===== config.mk =====
export PLATFORM = sky130hd
export DESIGN_NAME = branch_cond_flat
export DESIGN_NICKNAME = d
export VERILOG_FILES = /design/src/rtl/branch_cond_if.sv /design/src/rtl/branch_cond.sv /design/src/flat_wrapper.sv
export SDC_FILE = /design/constraint.sdc
export NUM_CORES = 1
export LEC_CHECK = 0
export CELL_PAD_IN_SITES_DETAIL_PLACEMENT = 0
export CELL_PAD_IN_SITES_GLOBAL_PLACEMENT = 1
export CORE_ASPECT_RATIO = 0.5
export CORE_MARGIN = 2
export CORE_UTILIZATION = 30
export DETAILED_ROUTE_END_ITERATION = 8
export PLACE_DENSITY = 0.67
export SYNTH_ARGS = -nofsm -noshare
export SYNTH_HDL_FRONTEND = slang
export SYNTH_SLANG_ARGS = --single-unit

===== constraint.sdc =====
create_clock -name clk -period 6.66 [get_ports clk]
set_input_delay 1.665 -clock clk [delete_from_list [all_inputs] [get_ports clk]]
set_output_delay 1.665 -clock clk [all_outputs]
set_load 0.02 [all_outputs]

===== src/rtl/branch_cond_if.sv =====
// Branch request / branch result handshake bundle for branch_cond.
//
// Purpose: groups the two valid/ready channels between the fetch redirect
// logic (master) and the branch condition resolver (slave).
//
// Signals:
//   br_valid / br_ready   : branch request handshake (master -> slave)
//   br_cond               : 4-bit condition code
//   br_pc / br_target     : branch PC and taken target
//   res_valid / res_ready : result handshake (slave -> master)
//   res_taken             : branch resolved taken
//   res_illegal           : condition code 12..15 was presented
//   res_next_pc           : redirect PC (target or fall-through)
interface branch_cond_if #(
    parameter int ADDR_W = 64
);
    logic              br_valid;
    logic              br_ready;
    logic [3:0]        br_cond;
    logic [ADDR_W-1:0] br_pc;
    logic [ADDR_W-1:0] br_target;
    logic              res_valid;
    logic              res_ready;
    logic              res_taken;
    logic              res_illegal;
    logic [ADDR_W-1:0] res_next_pc;

    modport master (
        output br_valid, br_cond, br_pc, br_target, res_ready,
        input  br_ready, res_valid, res_taken, res_illegal, res_next_pc
    );

    modport slave (
        input  br_valid, br_cond, br_pc, br_target, res_ready,
        output br_ready, res_valid, res_taken, res_illegal, res_next_pc
    );
endinterface


===== src/rtl/branch_cond.sv =====
// Conditional branch resolver.
//
// Purpose: keeps the architectural {N,Z,SN} flags written by the ALU compare
// unit, counts CMPs whose flags have not yet returned, and resolves a branch
// against the flags once they are current. The result (taken, illegal, next
// PC) is returned over a valid/ready handshake.
//
// Ports:
//   clk, rst_n       : clock, asynchronous active-low reset
//   flush            : synchronous pipeline flush
//   flag_pend_set    : a CMP issued, its flags are outstanding
//   flag_valid       : CMP flags valid this cycle
//   flag_n/z/sn      : unsigned-less / equal / signed-less
//   bus              : branch request + result channels (slave side)
//   err_ovf          : sticky pending-counter overflow
module branch_cond #(
    parameter int ADDR_W      = 64,
    parameter int INSTR_BYTES = 8,
    parameter int PEND_W      = 3
) (
    input  logic          clk,
    input  logic          rst_n,
    input  logic          flush,
    input  logic          flag_pend_set,
    input  logic          flag_valid,
    input  logic          flag_n,
    input  logic          flag_z,
    input  logic          flag_sn,
    branch_cond_if.slave  bus,
    output logic          err_ovf
);

    typedef enum logic [1:0] {
        ST_IDLE = 2'd0,
        ST_WAIT = 2'd1,
        ST_OUT  = 2'd2
    } state_t;

    localparam logic [PEND_W-1:0] PEND_MAX  = '1;
    localparam logic [PEND_W-1:0] PEND_ZERO = '0;

    state_t            state;
    state_t            state_next;

    logic              reg_n;
    logic              reg_z;
    logic              reg_sn;
    logic [PEND_W-1:0] pend;

    logic [3:0]        cap_cond;
    logic [ADDR_W-1:0] cap_pc;
    logic [ADDR_W-1:0] cap_target;

    logic              accept;
    logic              resolve_now;
    logic              resolve_wait;
    logic              load_result;
    logic [3:0]        sel_cond;
    logic [ADDR_W-1:0] sel_pc;
    logic [ADDR_W-1:0] sel_target;
    logic              eval_taken;
    logic              eval_illegal;
    logic [ADDR_W-1:0] eval_next_pc;
    logic              pend_inc;
    logic              pend_dec;

    // Condition table evaluated against the registered flags.
    function automatic logic cond_true(input logic [3:0] c, input logic n,
                                       input logic z, input logic sn);
        logic t;
        t = 1'b0;
        case (c)
            4'd0:    t = z;
            4'd1:    t = !z;
            4'd2:    t = n;
            4'd3:    t = !n;
            4'd4:    t = sn;
            4'd5:    t = !sn;
            4'd6:    t = n | z;
            4'd7:    t = !n & !z;
            4'd8:    t = sn | z;
            4'd9:    t = !sn & !z;
            4'd10:   t = 1'b1;
            default: t = 1'b0;
        endcase
        return t;
    endfunction

    // AL, NV and the illegal codes do not look at the flags, so they never
    // have to wait for outstanding CMPs.
    function automatic logic cond_flag_free(input logic [3:0] c);
        return c >= 4'd10;
    endfunction

    // Handshake and resolve qualifiers. Flush blocks both acceptance and
    // resolution so a flushed branch can never produce a result.
    always_comb begin
        accept       = bus.br_valid && (state == ST_IDLE) && !flush;
        resolve_now  = accept && (cond_flag_free(bus.br_cond) || (pend == PEND_ZERO));
        resolve_wait = (state == ST_WAIT) && (pend == PEND_ZERO) && !flush;
        load_result  = resolve_now || resolve_wait;
    end

    // In IDLE the branch is evaluated straight off the bus on the accept
    // edge; in WAIT the captured copy is used.
    always_comb begin
        if (state == ST_IDLE) begin
            sel_cond   = bus.br_cond;
            sel_pc     = bus.br_pc;
            sel_target = bus.br_target;
        end else begin
            sel_cond   = cap_cond;
            sel_pc     = cap_pc;
            sel_target = cap_target;
        end
        eval_illegal = sel_cond >= 4'd12;
        eval_taken   = cond_true(sel_cond, reg_n, reg_z, reg_sn);
        // Fall-through wraps modulo 2^ADDR_W by truncation.
        eval_next_pc = eval_taken ? sel_target
                                  : sel_pc + ADDR_W'(INSTR_BYTES);
    end

    // State register.
    always_ff @(posedge clk or negedge rst_n) begin
        if (!rst_n) begin
            state <= ST_IDLE;
        end else begin
            state <= state_next;
        end
    end

    // Next-state logic; flush overrides everything.
    always_comb begin
        state_next = state;
        if (flush) begin
            state_next = ST_IDLE;
        end else begin
            case (state)
                ST_IDLE: begin
                    if (accept) begin
                        state_next = resolve_now ? ST_OUT : ST_WAIT;
                    end
                end
                ST_WAIT: begin
                    if (resolve_wait) begin
                        state_next = ST_OUT;
                    end
                end
                ST_OUT: begin
                    if (bus.res_ready) begin
                        state_next = ST_IDLE;
                    end
                end
                default: state_next = ST_IDLE;
            endcase
        end
    end

    // Handshake outputs decoded from the state.
    always_comb begin
        bus.br_ready  = (state == ST_IDLE);
        bus.res_valid = (state == ST_OUT);
    end

    // Flags register: every returning CMP result is architectural, even one
    // that arrives with nothing pending or during a flush.
    always_ff @(posedge clk or negedge rst_n) begin
        if (!rst_n) begin
            reg_n  <= 1'b0;
            reg_z  <= 1'b0;
            reg_sn <= 1'b0;
        end else if (flag_valid) begin
            reg_n  <= flag_n;
            reg_z  <= flag_z;
            reg_sn <= flag_sn;
        end
    end

    // A simultaneous issue and return cancel out; a return with nothing
    // pending is not counted.
    always_comb begin
        pend_inc = flag_pend_set;
        pend_dec = flag_valid && (pend != PEND_ZERO);
    end

    // Pending counter with sticky overflow. Flush clears the count but
    // leaves the overflow flag for post-mortem.
    always_ff @(posedge clk or negedge rst_n) begin
        if (!rst_n) begin
            pend    <= '0;
            err_ovf <= 1'b0;
        end else if (flush) begin
            pend    <= '0;
        end else if (pend_inc && !pend_dec) begin
            if (pend == PEND_MAX) begin
                err_ovf <= 1'b1;
            end else begin
                pend <= pend + 1'b1;
            end
        end else if (pend_dec && !pend_inc) begin
            pend <= pend - 1'b1;
        end
    end

    // Branch capture on accept and result registration on resolve. Results
    // hold while the state sits in OUT so back-pressure sees stable outputs.
    always_ff @(posedge clk or negedge rst_n) begin
        if (!rst_n) begin
            cap_cond        <= '0;
            cap_pc          <= '0;
            cap_target      <= '0;
            bus.res_taken   <= 1'b0;
            bus.res_illegal <= 1'b0;
            bus.res_next_pc <= '0;
        end else begin
            if (accept) begin
                cap_cond   <= bus.br_cond;
                cap_pc     <= bus.br_pc;
                cap_target <= bus.br_target;
            end
            if (load_result) begin
                bus.res_taken   <= eval_taken;
                bus.res_illegal <= eval_illegal;
                bus.res_next_pc <= eval_next_pc;
            end
        end
    end

endmodule


===== src/flat_wrapper.sv =====
// flat-port wrapper written by rule: the top's interface ports become plain ports
module branch_cond_flat 
#(
    parameter int ADDR_W      = 64,
    parameter int INSTR_BYTES = 8,
    parameter int PEND_W      = 3
)
  (clk, rst_n, flush, flag_pend_set, flag_valid, flag_n, flag_z, flag_sn, err_ovf, bus_br_valid, bus_br_cond, bus_br_pc, bus_br_target, bus_res_ready, bus_br_ready, bus_res_valid, bus_res_taken, bus_res_illegal, bus_res_next_pc);
  branch_cond_if #(.ADDR_W(ADDR_W)) bus_i ();
  input  logic clk;
  input  logic rst_n;
  input  logic flush;
  input  logic flag_pend_set;
  input  logic flag_valid;
  input  logic flag_n;
  input  logic flag_z;
  input  logic flag_sn;
  output logic err_ovf;
  input wire logic [$bits(bus_i.br_valid)-1:0] bus_br_valid;
  input wire logic [$bits(bus_i.br_cond)-1:0] bus_br_cond;
  input wire logic [$bits(bus_i.br_pc)-1:0] bus_br_pc;
  input wire logic [$bits(bus_i.br_target)-1:0] bus_br_target;
  input wire logic [$bits(bus_i.res_ready)-1:0] bus_res_ready;
  output wire logic [$bits(bus_i.br_ready)-1:0] bus_br_ready;
  output wire logic [$bits(bus_i.res_valid)-1:0] bus_res_valid;
  output wire logic [$bits(bus_i.res_taken)-1:0] bus_res_taken;
  output wire logic [$bits(bus_i.res_illegal)-1:0] bus_res_illegal;
  output wire logic [$bits(bus_i.res_next_pc)-1:0] bus_res_next_pc;
  assign bus_i.br_valid = bus_br_valid;
  assign bus_i.br_cond = bus_br_cond;
  assign bus_i.br_pc = bus_br_pc;
  assign bus_i.br_target = bus_br_target;
  assign bus_i.res_ready = bus_res_ready;
  assign bus_br_ready = bus_i.br_ready;
  assign bus_res_valid = bus_i.res_valid;
  assign bus_res_taken = bus_i.res_taken;
  assign bus_res_illegal = bus_i.res_illegal;
  assign bus_res_next_pc = bus_i.res_next_pc;
  branch_cond #(.ADDR_W(ADDR_W), .INSTR_BYTES(INSTR_BYTES), .PEND_W(PEND_W)) u_core (.clk(clk), .rst_n(rst_n), .flush(flush), .flag_pend_set(flag_pend_set), .flag_valid(flag_valid), .flag_n(flag_n), .flag_z(flag_z), .flag_sn(flag_sn), .bus(bus_i), .err_ovf(err_ovf));
endmodule

==> flow_metrics.py <==
metrics = {
    "logic_synthesis": {
        "synthArstFlopShare_pct": 100.0,
        "ys_types": 74,
        "ys_ff_latch": 207,
        "synth_nets": 1325,
        "synthFlopType": "dfrtp_1",
        "synth_area_um2": 11990,
        "synth-edff-count": 0,
        "syn_area_per_cell_um2": 10.15,
        "yosysSeqAreaShare_pct": 43.20,
        "yosysWarnings": 0,
        "synthCells": 1181,
    },
    "critical_path": {
        "worstSetupPathType": "input pin to flop",
        "worstPathArrival_ps": 5290,
        "path_max_fanout": 6,
        "cp-start-kind": "input pin",
        "crit_path_end_kind": "flop",
        "crit_required_ps": 7140,
        "r2r_cells": 8,
        "r2r_setup_slack_ps": 2460,
    },
    "detailed_routing": {
        "vias": 10240,
        "ant_nets": 0,
        "drt-initial-drc-count": 778,
        "met2_length_um": 19070,
        "route.detailed.drc": 0,
        "wl_met1_um": 20120,
        "wl_met3_um": 2536,
        "first_pass_iters": 8,
        "vias_per_cell": 5.410,
        "routedWlPerCell_um": 22.55,
        "routed_wl_um": 42690,
        "maxUsedRoutingLayer": "met4",
    },
    "hold_path": {
        "hold_path_depth": 2,
        "hold_path.class": "flop to flop",
    },
    "clocking": {
        "cts_setup_buffers": 0,
        "root_buffer": "clkbuf_16",
        "clkTransAtPathRegs_ps": 60,
        "cts_buffers": 23,
        "insertion_delay_ps": 540,
        "cts_tree": "done",
        "cts_htree_levels": 1,
        "hold_buffers": 0,
        "clkSinkCount": 207,
        "cts_resized": 0,
        "clk_path_buf_depth": 3,
    },
    "sta": {
        "finalSetupViolations": 0,
        "skew_ps": 12.71,
        "slew_headroom_pct": 15.44,
        "worst_slack_ps": 1850,
        "period_minus_slack_ps": 4810,
        "rsz0062_at_grt": "no",
        "finalCritPeriodShare_pct": 72.22,
        "fmax_mhz": 207.9,
        "fin_setup_tns_ps": 0,
        "hold_viol_final": 0,
        "tightest_slew_ps": 1264,
        "final_max_slew_viol_count": 0,
    },
    "floorplanning": {
        "die_w_um": 286.7,
        "die_height_um": 145.4,
        "die_area_um2": 41680,
        "start_util_pct": 30.61,
        "design.portCount": 211,
        "rows": 51,
        "coreArea_um2": 39180,
    },
    "finish": {
        "nNetsFinal": 1490,
        "area_delta_synth_final_pct": 27.35,
        "nFillCells": 3826,
        "drive_gt1_share_pct": 15.27,
    },
    "power": {
        "p_leak_nw": 6.084,
        "power_mw": 6.412,
        "ir_drop_uv": 161.3,
        "powerDensity_nw_per_um2": 419.9,
    },
    "global_route": {
        "grt_max_degree": 106,
        "antenna_found_initial": 1,
        "grt_pass1_vias": 10160,
        "track_usage_pct": 20.23,
        "grt_overflow": 0,
        "grt_pass1_wl_um": 65100,
    },
    "placed_design": {
        "portBuffers": 210,
        "dp_slack_ps": 1374,
        "place.gp.congestion": 0.9307,
        "dp_hpwl_um": 31120,
    },
    "flow_run": {
        "cap_violations": 0,
    },
    "outcome": {
        "status": "finished clean",
    },
}
logic make-up after synthesis:
family / Yosys count / share of synthesized area, %
buffers and inverters: 90 / 3.203
adder cells (fa/ha/maj): 2 / 0.2713
multiplexers: 222 / 19.98
AO/OA/AOI/OAI: 254 / 14.34
XOR/XNOR: 52 / 3.798
AND/OR/NAND/NOR: 354 / 15.21
flip-flops: 207 / 43.20
state kept, by name, summed over array words and instances, names as in the netlist:
signal                  count
u_core.err_ovf              1
u_core.cap_target          64
u_core.pend                 3
u_core.reg_n                1
u_core.state                2
u_core.reg_sn               1
u_core.cap_pc              64
u_core.bus.res_illegal      1
u_core.cap_cond             4
u_core.bus.res_taken        1
u_core.reg_z                1
u_core.bus.res_next_pc     64
worst max-delay path, stage by stage:
cell and delay (ps):
clkdlybuf4s50_1 500, or3b_4 410, a222oi_1 770, nand3_1 240
nor4_2 540, a31oi_1 170, a311oi_1 740, o22a_1 260
worst paths after layout:
kind / from / endpoint
setup / recovery: bus_br_pc[28] / u_core.bus.res_next_pc[50]$_DFFE_PN0P_
hold / removal: u_core.bus.res_next_pc[8]$_DFFE_PN0P_ / u_core.bus.res_next_pc[8]$_DFFE_PN0P_
setup reg to reg: u_core.state[0]$_DFFE_PN0P_ / u_core.bus.res_next_pc[50]$_DFFE_PN0P_
hold reg to reg: u_core.bus.res_next_pc[8]$_DFFE_PN0P_ / u_core.bus.res_next_pc[8]$_DFFE_PN0P_
max in group asynchronous: rst_n / u_core.cap_target[32]$_DFFE_PN0P_
min in group asynchronous: rst_n / u_core.cap_pc[39]$_DFFE_PN0P_
layout make-up:
class	instances	area [um2]	share of cell area (%)
clock buffer	32	629.4	4.121
inverter	5	21.27	0.1393
antenna	1	2.502	0.01639
sequential	207	5182	33.94
multi-input combinational	884	6454	42.26
timing repair buffer	225	2231	14.61
tap	530	663.1	4.342
clock inverter	9	87.58	0.5735
cell usage after synthesis (15+ instances only):
master | n | area (um2)
dfrtp_1 | 207 | 5180
nand2_1 | 149 | 559.3
mux2_2 | 139 | 1565
mux2i_1 | 83 | 830.8
o21ai_0 | 69 | 345.3
nor2_1 | 64 | 240.2
clkbuf_1 | 52 | 195.2
a21oi_1 | 39 | 195.2
o211ai_1 | 37 | 277.8
xnor2_1 | 27 | 236.5
a22oi_1 | 26 | 195.2
nand3_1 | 25 | 125.1
nor3_1 | 25 | 125.1
xor2_1 | 25 | 219.0
buf_1 | 16 | 60.06
nand4bb_1 | 15 | 168.9
o22a_1 | 15 | 131.4
cells in the final DEF, fill, tap and decap left out, types with 14 or more instances in the layout:
| master | netlist | layout |
|---|---|---|
| a21oi_1 | 39 | 39 |
| o21ai_0 | 69 | 69 |
| mux2_2 | 139 | 139 |
| nand4bb_1 | 15 | 15 |
| mux2i_1 | 83 | 83 |
| buf_4 | 1 | 14 |
| dfrtp_1 | 207 | 205 |
| o22a_1 | 15 | 15 |
| nor3_1 | 25 | 25 |
| clkdlybuf4s50_1 | 0 | 209 |
| xnor2_1 | 27 | 27 |
| xor2_1 | 25 | 25 |
| nand2_1 | 149 | 149 |
| a22oi_1 | 26 | 26 |
| o211ai_1 | 37 | 37 |
| clkbuf_16 | 0 | 23 |
| nor2_1 | 64 | 64 |
| nand3_1 | 25 | 25 |
per-stage QoR:
stage	std cells	hold slack, ps	instance area, um2	utilization, %
CTS	1892	489.2	15270	38.97
detailed placement	1851	475.4	14550	37.14
finish	1893	483.9	15270	38.98
global route	1893	509.9	15270	38.98
global placement	1851	468.3	14550	37.14
floorplan	1181	474.1	11990	-
where the power goes:
part,switching [mW],internal [mW]
logic,1.72,1.29
clock network,0.561,0.705
registers,0.371,1.77
total,2.65,3.76
layer usage:
metal  vias up  track usage (%)
li1       4692                -
met1      5210            29.24
met2       285            30.70
met3        55            4.561
met4         0            4.583
met5         -                0
Power figures use the tool's default switching activity.
